===== config.mk =====
export PLATFORM = sky130hd
export DESIGN_NAME = acc_stream_core_flat
export DESIGN_NICKNAME = d
export VERILOG_FILES = /design/src/rtl/acc_stream_core_if.sv /design/src/rtl/acc_stream_core.sv /design/src/flat_wrapper.sv
export SDC_FILE = /design/constraint.sdc
export NUM_CORES = 1
export LEC_CHECK = 0
export BUFFER_PORTS_ARGS = -buffer_cell sky130_fd_sc_hd__buf_2
export CAP_MARGIN = 15
export CORE_MARGIN = 3
export CORE_UTILIZATION = 31
export CTS_CLUSTER_DIAMETER = 60
export DETAILED_ROUTE_END_ITERATION = 16
export PLACE_DENSITY = 0.55
export REMOVE_ABC_BUFFERS = 1
export SLEW_MARGIN = 15
export SYNTH_ARGS = -nofsm -noshare
export SYNTH_HDL_FRONTEND = slang
export SYNTH_SLANG_ARGS = --single-unit

===== constraint.sdc =====
create_clock -name CLK -period 2.7 [get_ports CLK]
set_input_delay 0.135 -clock CLK [delete_from_list [all_inputs] [get_ports CLK]]
set_output_delay 0.135 -clock CLK [all_outputs]
set_load 0.05 [all_outputs]

===== src/rtl/acc_stream_core_if.sv =====
// acc_stream_core_if: sample, result, length and config bus bundle for acc_stream_core.
// slave modport is the core side, master modport is the driving side.
interface acc_stream_core_if #(
    parameter int unsigned DATA_W = 8,
    parameter int unsigned LEN_W  = 8
);
    logic [DATA_W-1:0] din_value;
    logic              din_en;
    logic              din_rdy;

    logic              dout_en;
    logic [DATA_W-1:0] dout_value;
    logic              dout_rdy;

    logic [LEN_W-1:0]  len_value;
    logic              len_en;
    logic              len_rdy;

    logic [7:0]        cfg_address;
    logic [31:0]       cfg_data_in;
    logic              cfg_op;
    logic              cfg_en;
    logic [31:0]       cfg_data_out;
    logic              cfg_rdy;

    modport slave (
        input  din_value, din_en, dout_en, len_value, len_en,
               cfg_address, cfg_data_in, cfg_op, cfg_en,
        output din_rdy, dout_value, dout_rdy, len_rdy, cfg_data_out, cfg_rdy
    );

    modport master (
        output din_value, din_en, dout_en, len_value, len_en,
               cfg_address, cfg_data_in, cfg_op, cfg_en,
        input  din_rdy, dout_value, dout_rdy, len_rdy, cfg_data_out, cfg_rdy
    );
endinterface


===== src/rtl/acc_stream_core.sv =====
// acc_stream_core: frame accumulator. Takes a frame length, sums that many
// samples (signed/unsigned, wrap/saturate), pushes each frame sum into an
// output FIFO. Registers: CTRL 0x00, STATUS 0x04, FRAMES 0x08.
// Optional macro ACC_OVF_IRQ_EN adds the ovf_irq output and CTRL bit3 mask.
module acc_stream_core #(
    parameter int unsigned DATA_W     = 8,
    parameter int unsigned LEN_W      = 8,
    parameter int unsigned FIFO_DEPTH = 4
) (
    input  logic CLK,
    input  logic RST,
`ifdef ACC_OVF_IRQ_EN
    output logic ovf_irq,
`endif
    acc_stream_core_if.slave bus
);

    localparam int unsigned   PTR_W    = $clog2(FIFO_DEPTH);
    localparam logic [PTR_W:0] FILL_MAX = (PTR_W + 1)'(FIFO_DEPTH);
    localparam logic [PTR_W:0] FILL_ONE = (PTR_W + 1)'(1);
    localparam logic [PTR_W-1:0] PTR_ONE = PTR_W'(1);
    localparam logic [LEN_W-1:0] CNT_ONE = LEN_W'(1);
`ifdef ACC_OVF_IRQ_EN
    localparam logic [3:0]    CTRL_MASK = 4'hF;
`else
    localparam logic [3:0]    CTRL_MASK = 4'h7;
`endif

    typedef enum logic {
        IDLE,
        BUSY
    } state_t;

    state_t            state_q, state_d;

    logic [3:0]        ctrl_q;
    logic              mode_signed_q;
    logic              mode_sat_q;
    logic [DATA_W-1:0] sum_q;
    logic [LEN_W-1:0]  count_q;
    logic              ovf_q;
    logic [31:0]       frames_q;

    logic [DATA_W-1:0] mem_q [FIFO_DEPTH];
    logic [PTR_W-1:0]  wr_ptr_q, rd_ptr_q;
    logic [PTR_W:0]    fill_q;

    logic              fifo_empty, fifo_full;
    logic              len_rdy, din_rdy, busy;
    logic              len_fire, len_load, din_fire, last_fire;
    logic              push, pop;
    logic              cfg_wr;

    logic [DATA_W:0]   sum_ext;
    logic [DATA_W-1:0] add_raw;
    logic [DATA_W-1:0] sum_next;
    logic              add_ovf;
    logic              signed_ovf;

    logic [31:0]       status_word;
    logic [31:0]       cfg_rdata;
    logic              unused_cfg_bits;

    assign fifo_empty = (fill_q == '0);
    assign fifo_full  = (fill_q == FILL_MAX);

    assign len_fire  = bus.len_en & len_rdy;
    assign len_load  = len_fire & (bus.len_value != '0);
    assign din_fire  = bus.din_en & din_rdy;
    assign last_fire = din_fire & (count_q == CNT_ONE);
    assign push      = last_fire;
    assign pop       = bus.dout_en & ~fifo_empty;
    assign cfg_wr    = bus.cfg_en & bus.cfg_op;

    assign unused_cfg_bits = ^bus.cfg_data_in[31:4];

    // State register
    always_ff @(posedge CLK or posedge RST) begin
        if (RST) begin
            state_q <= IDLE;
        end else begin
            state_q <= state_d;
        end
    end

    // Next-state: a non-zero length starts a frame, the last sample ends it
    always_comb begin
        state_d = state_q;
        unique case (state_q)
            IDLE: if (len_load)  state_d = BUSY;
            BUSY: if (last_fire) state_d = IDLE;
            default: state_d = IDLE;
        endcase
    end

    // Handshake outputs; the last sample stalls while the FIFO has no room for its sum
    always_comb begin
        len_rdy = 1'b0;
        din_rdy = 1'b0;
        busy    = 1'b0;
        unique case (state_q)
            IDLE: len_rdy = 1'b1;
            BUSY: begin
                busy    = 1'b1;
                din_rdy = ~ctrl_q[0] & ~((count_q == CNT_ONE) & fifo_full);
            end
            default: ;
        endcase
    end

    // DATA_W+1 bit add with overflow detection and optional clamping
    always_comb begin
        sum_ext    = {1'b0, sum_q} + {1'b0, bus.din_value};
        add_raw    = sum_ext[DATA_W-1:0];
        signed_ovf = (sum_q[DATA_W-1] == bus.din_value[DATA_W-1]) &&
                     (add_raw[DATA_W-1] != sum_q[DATA_W-1]);
        add_ovf    = mode_signed_q ? signed_ovf : sum_ext[DATA_W];
        sum_next   = add_raw;
        if (add_ovf && mode_sat_q) begin
            if (!mode_signed_q) begin
                sum_next = '1;
            end else if (sum_q[DATA_W-1]) begin
                sum_next = {1'b1, {(DATA_W-1){1'b0}}};
            end else begin
                sum_next = {1'b0, {(DATA_W-1){1'b1}}};
            end
        end
    end

    // Frame datapath: load on length, accumulate on each accepted sample
    always_ff @(posedge CLK or posedge RST) begin
        if (RST) begin
            sum_q         <= '0;
            count_q       <= '0;
            mode_signed_q <= 1'b0;
            mode_sat_q    <= 1'b0;
        end else if (len_load) begin
            sum_q         <= '0;
            count_q       <= bus.len_value;
            mode_signed_q <= ctrl_q[1];
            mode_sat_q    <= ctrl_q[2];
        end else if (din_fire) begin
            sum_q   <= sum_next;
            count_q <= count_q - CNT_ONE;
        end
    end

    // Control register and sticky overflow; a new overflow beats a same-cycle clear
    always_ff @(posedge CLK or posedge RST) begin
        if (RST) begin
            ctrl_q <= '0;
            ovf_q  <= 1'b0;
        end else begin
            if (cfg_wr && bus.cfg_address == 8'h00) begin
                ctrl_q <= bus.cfg_data_in[3:0] & CTRL_MASK;
            end
            if (din_fire && add_ovf) begin
                ovf_q <= 1'b1;
            end else if (cfg_wr && bus.cfg_address == 8'h04 && bus.cfg_data_in[1]) begin
                ovf_q <= 1'b0;
            end
        end
    end

    // Completed-frame counter
    always_ff @(posedge CLK or posedge RST) begin
        if (RST) begin
            frames_q <= '0;
        end else if (push) begin
            frames_q <= frames_q + 32'd1;
        end
    end

    // FIFO pointers and occupancy; push and pop together leave the fill unchanged
    always_ff @(posedge CLK or posedge RST) begin
        if (RST) begin
            wr_ptr_q <= '0;
            rd_ptr_q <= '0;
            fill_q   <= '0;
        end else begin
            if (push) wr_ptr_q <= wr_ptr_q + PTR_ONE;
            if (pop)  rd_ptr_q <= rd_ptr_q + PTR_ONE;
            unique case ({push, pop})
                2'b10:   fill_q <= fill_q + FILL_ONE;
                2'b01:   fill_q <= fill_q - FILL_ONE;
                default: fill_q <= fill_q;
            endcase
        end
    end

    // FIFO storage; the final sum is written in the cycle it is computed
    always_ff @(posedge CLK) begin
        if (push) begin
            mem_q[wr_ptr_q] <= sum_next;
        end
    end

`ifdef ACC_OVF_IRQ_EN
    // Masked overflow interrupt, one cycle behind ovf
    always_ff @(posedge CLK or posedge RST) begin
        if (RST) begin
            ovf_irq <= 1'b0;
        end else begin
            ovf_irq <= ovf_q & ctrl_q[3];
        end
    end
`endif

    // Register read mux, combinational from the address
    always_comb begin
        status_word              = '0;
        status_word[0]           = busy;
        status_word[1]           = ovf_q;
        status_word[8 +: LEN_W]  = count_q;
        unique case (bus.cfg_address)
            8'h00:   cfg_rdata = {28'd0, ctrl_q};
            8'h04:   cfg_rdata = status_word;
            8'h08:   cfg_rdata = frames_q;
            default: cfg_rdata = '0;
        endcase
    end

    assign bus.din_rdy      = din_rdy;
    assign bus.len_rdy      = len_rdy;
    assign bus.dout_rdy     = ~fifo_empty;
    assign bus.dout_value   = fifo_empty ? '0 : mem_q[rd_ptr_q];
    assign bus.cfg_data_out = cfg_rdata;
    assign bus.cfg_rdy      = 1'b1;

endmodule


===== src/flat_wrapper.sv =====
// flat-port wrapper written by rule: the top's interface ports become plain ports
module acc_stream_core_flat 
#(
    parameter int unsigned DATA_W     = 8,
    parameter int unsigned LEN_W      = 8,
    parameter int unsigned FIFO_DEPTH = 4
)
  (CLK, RST, bus_din_value, bus_din_en, bus_dout_en, bus_len_value, bus_len_en, bus_cfg_address, bus_cfg_data_in, bus_cfg_op, bus_cfg_en, bus_din_rdy, bus_dout_value, bus_dout_rdy, bus_len_rdy, bus_cfg_data_out, bus_cfg_rdy);
  acc_stream_core_if #(.DATA_W(DATA_W), .LEN_W(LEN_W)) bus_i ();
  input  logic CLK;
  input  logic RST;
  input wire logic [$bits(bus_i.din_value)-1:0] bus_din_value;
  input wire logic [$bits(bus_i.din_en)-1:0] bus_din_en;
  input wire logic [$bits(bus_i.dout_en)-1:0] bus_dout_en;
  input wire logic [$bits(bus_i.len_value)-1:0] bus_len_value;
  input wire logic [$bits(bus_i.len_en)-1:0] bus_len_en;
  input wire logic [$bits(bus_i.cfg_address)-1:0] bus_cfg_address;
  input wire logic [$bits(bus_i.cfg_data_in)-1:0] bus_cfg_data_in;
  input wire logic [$bits(bus_i.cfg_op)-1:0] bus_cfg_op;
  input wire logic [$bits(bus_i.cfg_en)-1:0] bus_cfg_en;
  output wire logic [$bits(bus_i.din_rdy)-1:0] bus_din_rdy;
  output wire logic [$bits(bus_i.dout_value)-1:0] bus_dout_value;
  output wire logic [$bits(bus_i.dout_rdy)-1:0] bus_dout_rdy;
  output wire logic [$bits(bus_i.len_rdy)-1:0] bus_len_rdy;
  output wire logic [$bits(bus_i.cfg_data_out)-1:0] bus_cfg_data_out;
  output wire logic [$bits(bus_i.cfg_rdy)-1:0] bus_cfg_rdy;
  assign bus_i.din_value = bus_din_value;
  assign bus_i.din_en = bus_din_en;
  assign bus_i.dout_en = bus_dout_en;
  assign bus_i.len_value = bus_len_value;
  assign bus_i.len_en = bus_len_en;
  assign bus_i.cfg_address = bus_cfg_address;
  assign bus_i.cfg_data_in = bus_cfg_data_in;
  assign bus_i.cfg_op = bus_cfg_op;
  assign bus_i.cfg_en = bus_cfg_en;
  assign bus_din_rdy = bus_i.din_rdy;
  assign bus_dout_value = bus_i.dout_value;
  assign bus_dout_rdy = bus_i.dout_rdy;
  assign bus_len_rdy = bus_i.len_rdy;
  assign bus_cfg_data_out = bus_i.cfg_data_out;
  assign bus_cfg_rdy = bus_i.cfg_rdy;
  acc_stream_core #(.DATA_W(DATA_W), .LEN_W(LEN_W), .FIFO_DEPTH(FIFO_DEPTH)) u_core (.CLK(CLK), .RST(RST), .bus(bus_i));
endmodule

==> results of run 1 <==
==> cells in the mapped netlist, types with 2 or more instances <==
cell and count:
and3_1 12, dfrtp_1 62, inv_1 17, nand3b_1 2, edfxtp_1 32, mux2i_1 9
and4_1 3, nand4_1 9, a22o_1 8, fa_1 2, xor2_1 16, nor3_1 7
clkbuf_1 9, or4_1 2, xnor2_1 30, mux2_2 6, nand2b_1 2, o21ai_0 9
nand3_1 15, nor2_1 20, a21oi_1 12, nor3b_1 2, nor2b_1 3, a21o_1 8
and2_1 32, ha_1 16, mux4_2 8, or2_2 2, nor4_1 8, nand2_1 40
a31oi_1 3
==> cell usage in the layout (no fill, tap or decap), types with 11 or more instances in the layout <==
master	instances
ha_1	11
and2_1	32
inv_1	16
nor2_1	20
edfxtp_1	32
nand2_1	40
and3_1	12
nand3_1	15
dfrtp_1	62
xor2_1	16
xnor2_1	30
a21oi_1	11
buf_4	31
buf_2	76
==> stage by stage <==
step	power (W)	instance area [sq um]	TNS, ps	instances	setup WS (ps)
floorplan	0.003540	4837	0	416	55.63
detailed placement	0.004264	5697	-81.70	731	-15.51
finish	0.005633	6155	0	753	56.83
CTS	0.005528	6005	0	748	27.90
global placement	0.004187	5697	-206.1	731	-32.71
global route	0.005986	6155	-223.9	753	-44.62
==> path summary, 6_finish.rpt <==
| check | endpoint | cells past startpoint | start | slack, ps |
|---|---|---|---|---|
| setup / recovery | u_core.sum_q[2] | 12 | u_core.sum_q[1] | 60 |
| hold / removal | u_core.ctrl_q[0] | 2 | bus_cfg_data_in[0] | 30 |
| setup reg to reg | u_core.sum_q[2] | 12 | u_core.sum_q[1] | 60 |
| hold reg to reg | u_core.frames_q[31] | 1 | u_core.frames_q[31] | 480 |
| max in group asynchronous | u_core.frames_q[7] | 4 | RST | 1510 |
| min in group asynchronous | u_core.sum_q[1] | 3 | RST | 470 |
==> critical path, stage by stage, from the launching register on <==
cell and delay (ps):
dfrtp_1 410, ha_4 220, a211o_1 340, a2111oi_4 290
buf_4 180, nor3_4 40, nor4_2 200, buf_4 160
o21ai_4 60, buf_6 140, mux2i_1 130, buf_4 180
a21o_1 170
==> cell families (layout without fill, tap and decap cells) <==
logic type	after synthesis	in the layout	synth area share [%]
flops	94	94	51.46
fa+ha+maj	18	18	4.921
simple gates	166	166	18.91
xor+xnor	46	46	8.252
mux	23	23	6.919
compound gates	51	51	7.228
other cells	1	1	0.07681
buf+inv	28	143	2.230
==> cell type report <==
| class | instances | area share [%] |
|---|---|---|
| Timing Repair Buffer | 110 | 10.49 |
| Clock buffer | 9 | 3.659 |
| Sequential cell | 94 | 40.82 |
| Tap cell | 211 | 4.289 |
| Multi-Input combinational cell | 305 | 38.61 |
| Clock inverter | 7 | 1.098 |
| Inverter | 17 | 1.037 |
==> power by group through the flow <==
stage	logic [W]	registers, W	clock network [W]
2_1_floorplan	0.00151	0.00204	0
3_3_place_gp	0.00209	0.00210	0
3_5_place_dp	0.00215	0.00211	0
4_1_cts	0.00217	0.00208	0.00127
5_1_grt	0.00253	0.00213	0.00133
6_report	0.00230	0.00209	0.00124
==> flip-flops by register name (all words and copies together) (netlist names) <==
register and count:
u_core.frames_q 32, u_core.mem_q 32, u_core.count_q 8, u_core.sum_q 8
u_core.ctrl_q 3, u_core.fill_q 3, u_core.rd_ptr_q 2, u_core.wr_ptr_q 2
u_core.mode_sat_q 1, u_core.mode_signed_q 1, u_core.ovf_q 1, u_core.state_q 1
==> layer usage <==
metal  global-route usage (%)  part of all wire [%]  wire length [um]
met1                    18.14                    46              5395
met5                        0                     0                 0
met3                    3.216                   5.0               581
met2                    21.78                    47              5538
met4                    5.251                   1.3               153
==> timing repair <==
item                                    in CTS  in global routing
hold buffers                                 1                  0
buffers inserted                             0                  5
endpoints found under the setup margin      17                 39
hold endpoints to repair                    33                  0
gates resized for setup                      1                 16
pin swaps                                    1                  6
==> flow_results.xml, run 1 <==
<?xml version="1.0" encoding="UTF-8"?>
<metrics>
  <group name="power_and_ir_drop">
    <metric name="power.share.clock" unit="%">22.1</metric>
    <metric name="power.density" unit="mW/mm^2">915.3</metric>
    <metric name="total_switching_power" unit="W">0.002176</metric>
    <metric name="ir_drop" unit="mV">0.3570</metric>
    <metric name="static-leakage-power" unit="nW">2.848</metric>
    <metric name="power.switching_fraction" unit="%">38.62</metric>
    <metric name="cellInternalPower" unit="W">0.003458</metric>
    <metric name="seq_power_share" unit="%">37.1</metric>
    <metric name="comb_power_share" unit="%">40.9</metric>
  </group>
  <group name="floorplanning">
    <metric name="starting_utilization_of_the_core_area" unit="%">31.88</metric>
    <metric name="die_outline_area" unit="sq mm">0.01729</metric>
    <metric name="fp.dieH" unit="um">131.5</metric>
    <metric name="area_of_the_core" unit="sq mm">0.01531</metric>
    <metric name="num_rows" unit="">45</metric>
    <metric name="die_width" unit="um">131.5</metric>
    <metric name="design.portCount" unit="">107</metric>
  </group>
  <group name="critical_path">
    <metric name="critical_path_required" unit="ps">2930</metric>
    <metric name="crit_arrival" unit="ps">2880</metric>
    <metric name="path_max_fanout" unit="">7</metric>
    <metric name="worst_setup_path_start_kind" unit="">flip-flop</metric>
    <metric name="setup.worst_path.end_class" unit="">flip-flop</metric>
    <metric name="timing.setup.critical_path_class" unit="">reg -&gt; reg</metric>
  </group>
  <group name="logic_synthesis">
    <metric name="postSynthAreaPerCell" unit="sq um">11.43</metric>
    <metric name="synth-async-reset-ratio" unit="%">65.96</metric>
    <metric name="synth_area_leaders" unit="">dfrtp_1 (32%), edfxtp_1 (20%), xnor2_1 (5.4%)</metric>
    <metric name="mappedNetlistArea" unit="sq mm">0.004882</metric>
    <metric name="syn-instance-count" unit="">427</metric>
    <metric name="yosys_warnings" unit="">0</metric>
    <metric name="synth_enable_flop_cells" unit="">32</metric>
    <metric name="synth_largest_type_area_fraction" unit="%">31.78</metric>
    <metric name="yosys.cell_types.count" unit="">52</metric>
    <metric name="ys_seq_elements" unit="">94</metric>
    <metric name="synth_seq_area_share" unit="%">51.46</metric>
    <metric name="postSynth.topFlopCell" unit="">dfrtp_1</metric>
    <metric name="yosysTopAreaCell" unit="">dfrtp_1</metric>
  </group>
  <group name="routing">
    <metric name="detail_route.drc_violations" unit="">0</metric>
    <metric name="drt-vias-per-instance" unit="">4.766</metric>
    <metric name="antenna_left" unit="">0</metric>
    <metric name="routed-via-count" unit="">3589</metric>
    <metric name="routed_wl" unit="um">11670</metric>
    <metric name="routed_wire_length_per_instance" unit="um">15.50</metric>
    <metric name="drt_first_pass_iters" unit="">4</metric>
    <metric name="drt_first_iter_violations" unit="">175</metric>
  </group>
  <group name="sta">
    <metric name="final-setup-viol-count" unit="">0</metric>
    <metric name="rsz0062_at_grt" unit="">yes</metric>
    <metric name="slew_violations" unit="">0</metric>
    <metric name="post-route-period-util" unit="%">97.90</metric>
    <metric name="fmax" unit="MHz">378.3</metric>
    <metric name="final-hold-violation-count" unit="">0</metric>
    <metric name="worst_pin_slew" unit="ps">760.4</metric>
    <metric name="layout_min_cycle_time" unit="ps">2643</metric>
    <metric name="fin_hold_ws" unit="ps">28.23</metric>
    <metric name="maxSlewHeadroom" unit="%">49.24</metric>
    <metric name="clock-skew-final" unit="ps">8.132</metric>
  </group>
  <group name="cts">
    <metric name="clk_path_buf_depth" unit="">2</metric>
    <metric name="cts_buffers" unit="">9</metric>
    <metric name="cts_htree_levels" unit="">3</metric>
    <metric name="clock_insertion_delay_worst_skew" unit="ps">340</metric>
    <metric name="total_number_of_clock_tree_sinks" unit="">94</metric>
    <metric name="tritoncts_clock_tree" unit="">done</metric>
    <metric name="cts-root-buf" unit="">clkbuf_16</metric>
    <metric name="cts.reportedPaths.clkPinSlew" unit="ps">70</metric>
  </group>
  <group name="global_routing">
    <metric name="grtUsageTotal" unit="%">13.68</metric>
    <metric name="grt_start_max_net_pins" unit="">36</metric>
    <metric name="grt_pass1_wl" unit="um">19090</metric>
    <metric name="grt_antenna_before_repair" unit="">0</metric>
    <metric name="grt_pass1_vias" unit="">3760</metric>
    <metric name="globalRoute.totalOverflow" unit="">0</metric>
  </group>
  <group name="finish">
    <metric name="area.sequential" unit="sq mm">0.002512</metric>
    <metric name="share_of_cells_above_drive_strength_1" unit="%">29.89</metric>
    <metric name="nFillCells" unit="">1517</metric>
    <metric name="antenna_cells" unit="">0</metric>
    <metric name="fin_util" unit="%">40.19</metric>
    <metric name="area.growth.synth_to_final" unit="%">26.06</metric>
    <metric name="multi_input_area" unit="sq mm">0.002376</metric>
    <metric name="num-nets-final" unit="">618</metric>
  </group>
  <group name="status">
    <metric name="run_status" unit="">completed</metric>
  </group>
  <group name="placed_design">
    <metric name="place_congestion" unit="">0.8057</metric>
    <metric name="hpwl" unit="um">8610</metric>
    <metric name="io_buffers" unit="">76</metric>
  </group>
  <group name="hold_path">
    <metric name="min-delay-path-class" unit="">in -&gt; reg</metric>
  </group>
  <group name="job">
    <metric name="maxCapViolations" unit="">0</metric>
  </group>
</metrics>
(Power assumes the default switching activity.)
==> run 2: changes to the inputs <==
--- a/config.mk
+++ b/config.mk
@@ -7,12 +7,13 @@
 export LEC_CHECK = 0
 export BUFFER_PORTS_ARGS = -buffer_cell sky130_fd_sc_hd__buf_2
 export CAP_MARGIN = 15
-export CORE_MARGIN = 3
+export CORE_MARGIN = 4
 export CORE_UTILIZATION = 31
 export CTS_CLUSTER_DIAMETER = 60
 export DETAILED_ROUTE_END_ITERATION = 16
 export PLACE_DENSITY = 0.55
 export REMOVE_ABC_BUFFERS = 1
+export SKIP_CTS_REPAIR_TIMING = 1
 export SLEW_MARGIN = 15
 export SYNTH_ARGS = -nofsm -noshare
 export SYNTH_HDL_FRONTEND = slang
==> run 2 against run 1 <==
Effect of this change:
- clock power about the same
- non-clock buffer count shrank 5
- worst hold slack worse by 25 ps
- largest cell class unchanged
- wire length decreased by 3.8%
==> flow_results.xml, run 2 (same netlist as run 1, synthesis figures left out) <==
<?xml version="1.0" encoding="UTF-8"?>
<metrics>
  <group name="critical_path">
    <metric name="worst_setup_path_start_kind" unit="">flip-flop</metric>
    <metric name="crit_arrival" unit="ps">2910</metric>
    <metric name="critical_path_required" unit="ps">2940</metric>
    <metric name="timing.critical_path.cells" unit="">ha_4 -&gt; a211o_1 -&gt; a2111oi_4 -&gt; buf_4 -&gt; nor3_2 -&gt; nor4_1 -&gt; buf_4 -&gt; o21ai_4 -&gt; buf_6 -&gt; mux2i_1 -&gt; buf_4 -&gt; a21o_1</metric>
    <metric name="timing.setup.critical_path_class" unit="">reg -&gt; reg</metric>
    <metric name="setup.worst_path.end_class" unit="">flip-flop</metric>
    <metric name="worst_path_largest_cell_delay" unit="ps">410</metric>
    <metric name="critical-path-top-cell-by-count" unit="">buf_4</metric>
    <metric name="path_max_fanout" unit="">7</metric>
    <metric name="critical-path-slowest-cell" unit="">dfrtp_1</metric>
  </group>
  <group name="finish">
    <metric name="instances_no_fill" unit="">748</metric>
    <metric name="area.growth.synth_to_final" unit="%">24.73</metric>
    <metric name="layout_top_registers" unit="">u_core.frames_q x32, u_core.mem_q x32</metric>
    <metric name="num-nets-final" unit="">613</metric>
    <metric name="nFillCells" unit="">1512</metric>
    <metric name="share_of_cells_above_drive_strength_1" unit="%">29.24</metric>
    <metric name="mostFrequentLayoutCell" unit="">buf_2</metric>
    <metric name="antenna_cells" unit="">0</metric>
    <metric name="most-common-layout-cells" unit="">buf_2 (76), dfrtp_1 (62), nand2_1 (37)</metric>
  </group>
  <group name="routing">
    <metric name="antenna_left" unit="">0</metric>
    <metric name="routed_wire_length_per_instance" unit="um">15.01</metric>
    <metric name="routed-via-count" unit="">3561</metric>
    <metric name="drt_first_iter_violations" unit="">160</metric>
    <metric name="drt-vias-per-instance" unit="">4.761</metric>
    <metric name="drt_first_pass_iters" unit="">4</metric>
    <metric name="routed_wl" unit="um">11230</metric>
    <metric name="detail_route.drc_violations" unit="">0</metric>
  </group>
  <group name="status">
    <metric name="run_status" unit="">completed</metric>
  </group>
  <group name="floorplanning">
    <metric name="num_rows" unit="">45</metric>
    <metric name="die_width" unit="um">133.5</metric>
    <metric name="area_of_the_core" unit="sq mm">0.01531</metric>
    <metric name="starting_utilization_of_the_core_area" unit="%">31.88</metric>
    <metric name="design.portCount" unit="">107</metric>
    <metric name="die_outline_area" unit="sq mm">0.01782</metric>
    <metric name="fp.dieH" unit="um">133.5</metric>
  </group>
  <group name="cts">
    <metric name="tritoncts_clock_tree" unit="">done</metric>
    <metric name="total_number_of_clock_tree_sinks" unit="">94</metric>
    <metric name="cts-root-buf" unit="">clkbuf_16</metric>
    <metric name="cts.reportedPaths.clkPinSlew" unit="ps">70</metric>
    <metric name="clock_insertion_delay_worst_skew" unit="ps">350</metric>
    <metric name="cts_buffers" unit="">9</metric>
    <metric name="cts_htree_levels" unit="">3</metric>
    <metric name="clk_path_buf_depth" unit="">2</metric>
  </group>
  <group name="global_routing">
    <metric name="grt_pass1_vias" unit="">3636</metric>
    <metric name="globalRoute.totalOverflow" unit="">0</metric>
    <metric name="grtUsageTotal" unit="%">12.95</metric>
    <metric name="grt_pass1_wl" unit="um">18320</metric>
    <metric name="grt_start_max_net_pins" unit="">63</metric>
    <metric name="grt_antenna_before_repair" unit="">0</metric>
  </group>
  <group name="power_and_ir_drop">
    <metric name="p_total" unit="W">0.005584</metric>
    <metric name="power.density" unit="mW/mm^2">917.0</metric>
    <metric name="static-leakage-power" unit="nW">2.817</metric>
    <metric name="ir_drop" unit="mV">0.3961</metric>
  </group>
  <group name="sta">
    <metric name="clock-skew-final" unit="ps">7.067</metric>
    <metric name="slew_violations" unit="">0</metric>
    <metric name="final-hold-violation-count" unit="">0</metric>
    <metric name="maxSlewHeadroom" unit="%">45.53</metric>
    <metric name="post-route-period-util" unit="%">98.82</metric>
    <metric name="final-setup-viol-count" unit="">0</metric>
    <metric name="fmax" unit="MHz">374.8</metric>
    <metric name="rsz0062_at_grt" unit="">yes</metric>
    <metric name="worst_pin_slew" unit="ps">817.1</metric>
    <metric name="fin_hold_ws" unit="ps">3.344</metric>
    <metric name="final.setup.tns" unit="ps">0</metric>
    <metric name="layout_min_cycle_time" unit="ps">2668</metric>
  </group>
  <group name="placed_design">
    <metric name="hpwl" unit="um">8281</metric>
    <metric name="io_buffers" unit="">76</metric>
    <metric name="place_congestion" unit="">0.8328</metric>
    <metric name="place.detailed.instances" unit="">729</metric>
  </group>
  <group name="hold_path">
    <metric name="min-delay-path-class" unit="">in -&gt; async</metric>
  </group>
  <group name="job">
    <metric name="maxCapViolations" unit="">0</metric>
  </group>
</metrics>
## run 2: cell count changes in the layout (fill, tap and decap cells not counted), moves of 2 or more
cell,previous run,this run
buf_4,31,28
nand2_1,40,37
nand2_2,0,3
ha_1,11,13
## run 2: worst max-delay path: cells and delay by family, from the launching register on
family	cells	cell delay [ps]
adders and majority gates	1	230
buffers and inverters	4	660
and+or+nand+nor	2	280
DFF	1	410
AOI/OAI and AO/OA	4	870
muxes	1	120
## run 2: worst paths after layout
path                                startpoint             endpoint  slack [ps]  cells past startpoint
setup / recovery               u_core.sum_q[1]      u_core.sum_q[6]          30                     12
max in group asynchronous                  RST   u_core.frames_q[1]        2150                      3
setup reg to reg               u_core.sum_q[1]      u_core.sum_q[6]          30                     12
hold reg to reg            u_core.frames_q[31]  u_core.frames_q[31]         480                      1
min in group CLK              bus_len_value[4]    u_core.count_q[4]          20                      3
hold / removal                             RST  u_core.frames_q[31]           3                      3
## run 2: power breakdown
part	total, W	internal, W	switching [W]
clock network	0.00126	0.000655	0.000600
logic	0.00224	0.000959	0.00128
registers	0.00209	0.00182	0.000268
total	0.00558	0.00344	0.00215
## run 2: metal layers
layer,vias up,track usage [%],share of wire (%)
met5,-,0,0
met4,0,4.914,2.4
met3,24,3.512,5.2
met2,92,20.03,46
met1,1715,17.42,47
li1,1730,-,-
## run 2: metrics by stage
stage	area, sq um	worst slack (ps)	util [%]
2_1_floorplan	4837	55.63	-
3_3_place_gp	5682	-35.46	37.10
3_5_place_dp	5682	-107.6	37.10
4_1_cts	5981	-115.2	39.05
5_1_grt	6090	-85.46	39.76
6_report	6090	31.82	39.76
## run 2: area by class of cell
type                    instances  area, sq um  share of cell area [%]
well taps                     211        264.0                   4.335
clock buffers                   9        225.2                   3.698
inverters                      17        63.81                   1.048
multi-input cells             305         2349                   38.57
clock inverters                 7        73.82                   1.212
repair buffers                105        601.8                   9.883
flip-flops and latches         94         2512                   41.26
==> run 3: changes to the inputs <==
--- a/config.mk
+++ b/config.mk
@@ -11,10 +11,10 @@
 export CORE_UTILIZATION = 31
 export CTS_CLUSTER_DIAMETER = 60
 export DETAILED_ROUTE_END_ITERATION = 16
-export PLACE_DENSITY = 0.55
+export PLACE_DENSITY = 0.53
 export REMOVE_ABC_BUFFERS = 1
 export SKIP_CTS_REPAIR_TIMING = 1
-export SLEW_MARGIN = 15
+export SLEW_MARGIN = 20
 export SYNTH_ARGS = -nofsm -noshare
 export SYNTH_HDL_FRONTEND = slang
 export SYNTH_SLANG_ARGS = --single-unit
==> constraint.sdc (replaced) <==
create_clock -name CLK -period 2.9 [get_ports CLK]
set_input_delay 0.145 -clock CLK [delete_from_list [all_inputs] [get_ports CLK]]
set_output_delay 0.145 -clock CLK [all_outputs]
set_load 0.05 [all_outputs]
==> run 3 against run 2 <==
Effect of this change:
- the run now ends with hold timing left
- cell area down 2.4%
- critical path depth down 2
- register-to-register slack better by 40 ps
- fmax down 5.7%
- worst hold slack worse by 40 ps
- worst setup slack better by 39 ps
- total power down 9.2%
- clock-buffer cell count unchanged
- combinational power down 13%
- first-iteration DRC count up 32%
- die area unchanged
- sequential cell count unchanged
- critical endpoint is now u_core.sum_q[0]
- largest power group is now sequential cells
==> flow_results.xml, run 3 (same netlist as run 1, synthesis figures left out) <==
<?xml version="1.0" encoding="UTF-8"?>
<metrics>
  <group name="status">
    <metric name="run_status" unit="">complete, but fails checks</metric>
    <metric name="violations" unit="">hold timing</metric>
  </group>
  <group name="global_routing">
    <metric name="grtUsageTotal" unit="%">13.02</metric>
    <metric name="grt_pass1_wl" unit="um">18300</metric>
    <metric name="grt_pass1_vias" unit="">3597</metric>
    <metric name="globalRouteMet1Util" unit="%">16.46</metric>
    <metric name="grt_start_max_net_pins" unit="">39</metric>
    <metric name="met3_global_route_usage" unit="%">3.890</metric>
    <metric name="globalRoute.totalOverflow" unit="">0</metric>
    <metric name="busiest_layer" unit="">met2</metric>
    <metric name="met2_track_usage_gr" unit="%">21.28</metric>
    <metric name="grt_antenna_before_repair" unit="">1</metric>
  </group>
  <group name="floorplanning">
    <metric name="fp.dieH" unit="um">133.5</metric>
    <metric name="die_width" unit="um">133.5</metric>
    <metric name="design.portCount" unit="">107</metric>
    <metric name="num_rows" unit="">45</metric>
    <metric name="starting_utilization_of_the_core_area" unit="%">31.88</metric>
    <metric name="area_of_the_core" unit="sq mm">0.01531</metric>
    <metric name="die_outline_area" unit="sq mm">0.01782</metric>
  </group>
  <group name="sta">
    <metric name="finalWorstSetupSlack" unit="ps">70.40</metric>
    <metric name="layout_min_cycle_time" unit="ps">2830</metric>
    <metric name="fin_hold_ws" unit="ps">-36.28</metric>
    <metric name="final.setup.tns" unit="ps">0</metric>
    <metric name="post-route-period-util" unit="%">97.57</metric>
    <metric name="maxSlewHeadroom" unit="%">44.01</metric>
    <metric name="slew_violations" unit="">0</metric>
    <metric name="clock-skew-final" unit="ps">8.830</metric>
    <metric name="final-setup-viol-count" unit="">0</metric>
    <metric name="worst_pin_slew" unit="ps">838.7</metric>
    <metric name="fmax" unit="MHz">353.4</metric>
    <metric name="final-hold-violation-count" unit="">36</metric>
    <metric name="rsz0062_at_grt" unit="">yes</metric>
  </group>
  <group name="finish">
    <metric name="most-common-layout-cells" unit="">buf_2 (76), dfrtp_1 (62), nand2_1 (40)</metric>
    <metric name="mostFrequentLayoutCell" unit="">buf_2</metric>
    <metric name="layout_top_registers" unit="">u_core.frames_q x32, u_core.mem_q x32</metric>
    <metric name="antenna_cells" unit="">0</metric>
    <metric name="num-nets-final" unit="">603</metric>
    <metric name="area.growth.synth_to_final" unit="%">21.71</metric>
    <metric name="share_of_cells_above_drive_strength_1" unit="%">26.57</metric>
  </group>
  <group name="critical_path">
    <metric name="timing.setup.critical_path_class" unit="">reg -&gt; reg</metric>
    <metric name="timing.rr.end" unit="">u_core.sum_q[0]</metric>
    <metric name="r2r_start" unit="">u_core.sum_q[1]</metric>
    <metric name="path_max_fanout" unit="">7</metric>
    <metric name="critical_path_required" unit="ps">3150</metric>
    <metric name="r2r.worst_path.cells" unit="">10</metric>
    <metric name="crit_arrival" unit="ps">3080</metric>
    <metric name="worst_setup_path_start_kind" unit="">flip-flop</metric>
    <metric name="timing.critical_path.from" unit="">u_core.sum_q[1]</metric>
    <metric name="setup.reg_to_reg.worst_slack" unit="ps">70</metric>
    <metric name="setup.worst_path.end_class" unit="">flip-flop</metric>
  </group>
  <group name="cts">
    <metric name="cts-root-buf" unit="">clkbuf_16</metric>
    <metric name="total_number_of_clock_tree_sinks" unit="">94</metric>
    <metric name="tritoncts_clock_tree" unit="">done</metric>
    <metric name="cts_htree_levels" unit="">3</metric>
    <metric name="cts.reportedPaths.clkPinSlew" unit="ps">70</metric>
    <metric name="cts_buffers" unit="">9</metric>
    <metric name="clk_path_buf_depth" unit="">2</metric>
    <metric name="clock_insertion_delay_worst_skew" unit="ps">350</metric>
  </group>
  <group name="routing">
    <metric name="drt-vias-per-instance" unit="">4.794</metric>
    <metric name="detail_route.drc_violations" unit="">0</metric>
    <metric name="routed_wl" unit="um">11050</metric>
    <metric name="routed_wire_length_per_instance" unit="um">14.97</metric>
    <metric name="drt_first_iter_violations" unit="">211</metric>
    <metric name="routed-via-count" unit="">3538</metric>
    <metric name="antenna_left" unit="">0</metric>
    <metric name="drt_first_pass_iters" unit="">4</metric>
  </group>
  <group name="placed_design">
    <metric name="place_worst_setup_slack" unit="ps">-42.61</metric>
    <metric name="io_buffers" unit="">76</metric>
    <metric name="hpwl" unit="um">8250</metric>
    <metric name="place_congestion" unit="">0.7911</metric>
  </group>
  <group name="job">
    <metric name="maxCapViolations" unit="">0</metric>
  </group>
  <group name="power_and_ir_drop">
    <metric name="power.density" unit="mW/mm^2">853.2</metric>
    <metric name="static-leakage-power" unit="nW">2.751</metric>
    <metric name="ir_drop" unit="mV">0.3748</metric>
  </group>
  <group name="hold_path">
    <metric name="min-delay-path-class" unit="">in -&gt; async</metric>
  </group>
</metrics>
run 3: cell count changes in the layout (fill, tap and decap cells not counted), sizes merged:
cell    before  now
buf        105   95
inv         21   23
clkinv       3    1
run 3: worst max-delay path, stage by stage, from the launching register on:
cell       delay, ps
dfrtp_1          390
ha_1             300
a211o_1          300
a2111oi_2        370
buf_4            180
o21a_1           120
nor4_2            40
buf_4            150
o21ai_4          270
mux2_2           420
a21o_1           180
run 3: through the flow:
| step | power [W] | util (%) | instances | hold WS [ps] | cell area (sq um) |
|---|---|---|---|---|---|
| floorplan | 0.003296 | - | 416 | 260.7 | 4837 |
| global placement | 0.003849 | 36.71 | 721 | 368.0 | 5622 |
| detailed placement | 0.003913 | 36.71 | 721 | 372.3 | 5622 |
| CTS | 0.005103 | 38.63 | 737 | -4.770 | 5916 |
| global route | 0.005386 | 38.80 | 738 | 9.119 | 5942 |
| finish | 0.005069 | 38.80 | 738 | -36.28 | 5942 |
run 3: per-layer routing:
layer / vias to the layer above / share of wire, %
met4: 2 / 1.9
met5: - / 0.11
met1: 1724 / 45
li1: 1707 / -
met3: 24 / 5.0
met2: 81 / 48
run 3: final cells by class:
cell class                 count  area, sq um
fill                        1545         9373
sequential                    94         2512
multi-input combinational    305         2285
timing repair buffer          95        523.0
tap                          211        264.0
clock buffer                   9        225.2
clock inverter                 7        68.82
inverter                      17        63.81
run 3: where the power goes:
part	leakage, nW	total (W)	switching [W]	internal (W)
Combinational	1.51	0.00194	0.00115	0.000793
Sequential	1.09	0.00195	0.000255	0.00170
Clock	0.147	0.00117	0.000564	0.000610
Total	2.75	0.00507	0.00197	0.00310
run 3: how the worst max path moves through the flow:
stage | to | slack (ps) | cells after the start
global placement | u_core.sum_q[0] | 5 | 10
floorplan | u_core.sum_q[0] | 260 | 8
finish | u_core.sum_q[0] | 70 | 10
detailed placement | u_core.sum_q[0] | -40 | 10
global route | u_core.sum_q[0] | -20 | 10
CTS | u_core.sum_q[0] | -70 | 10
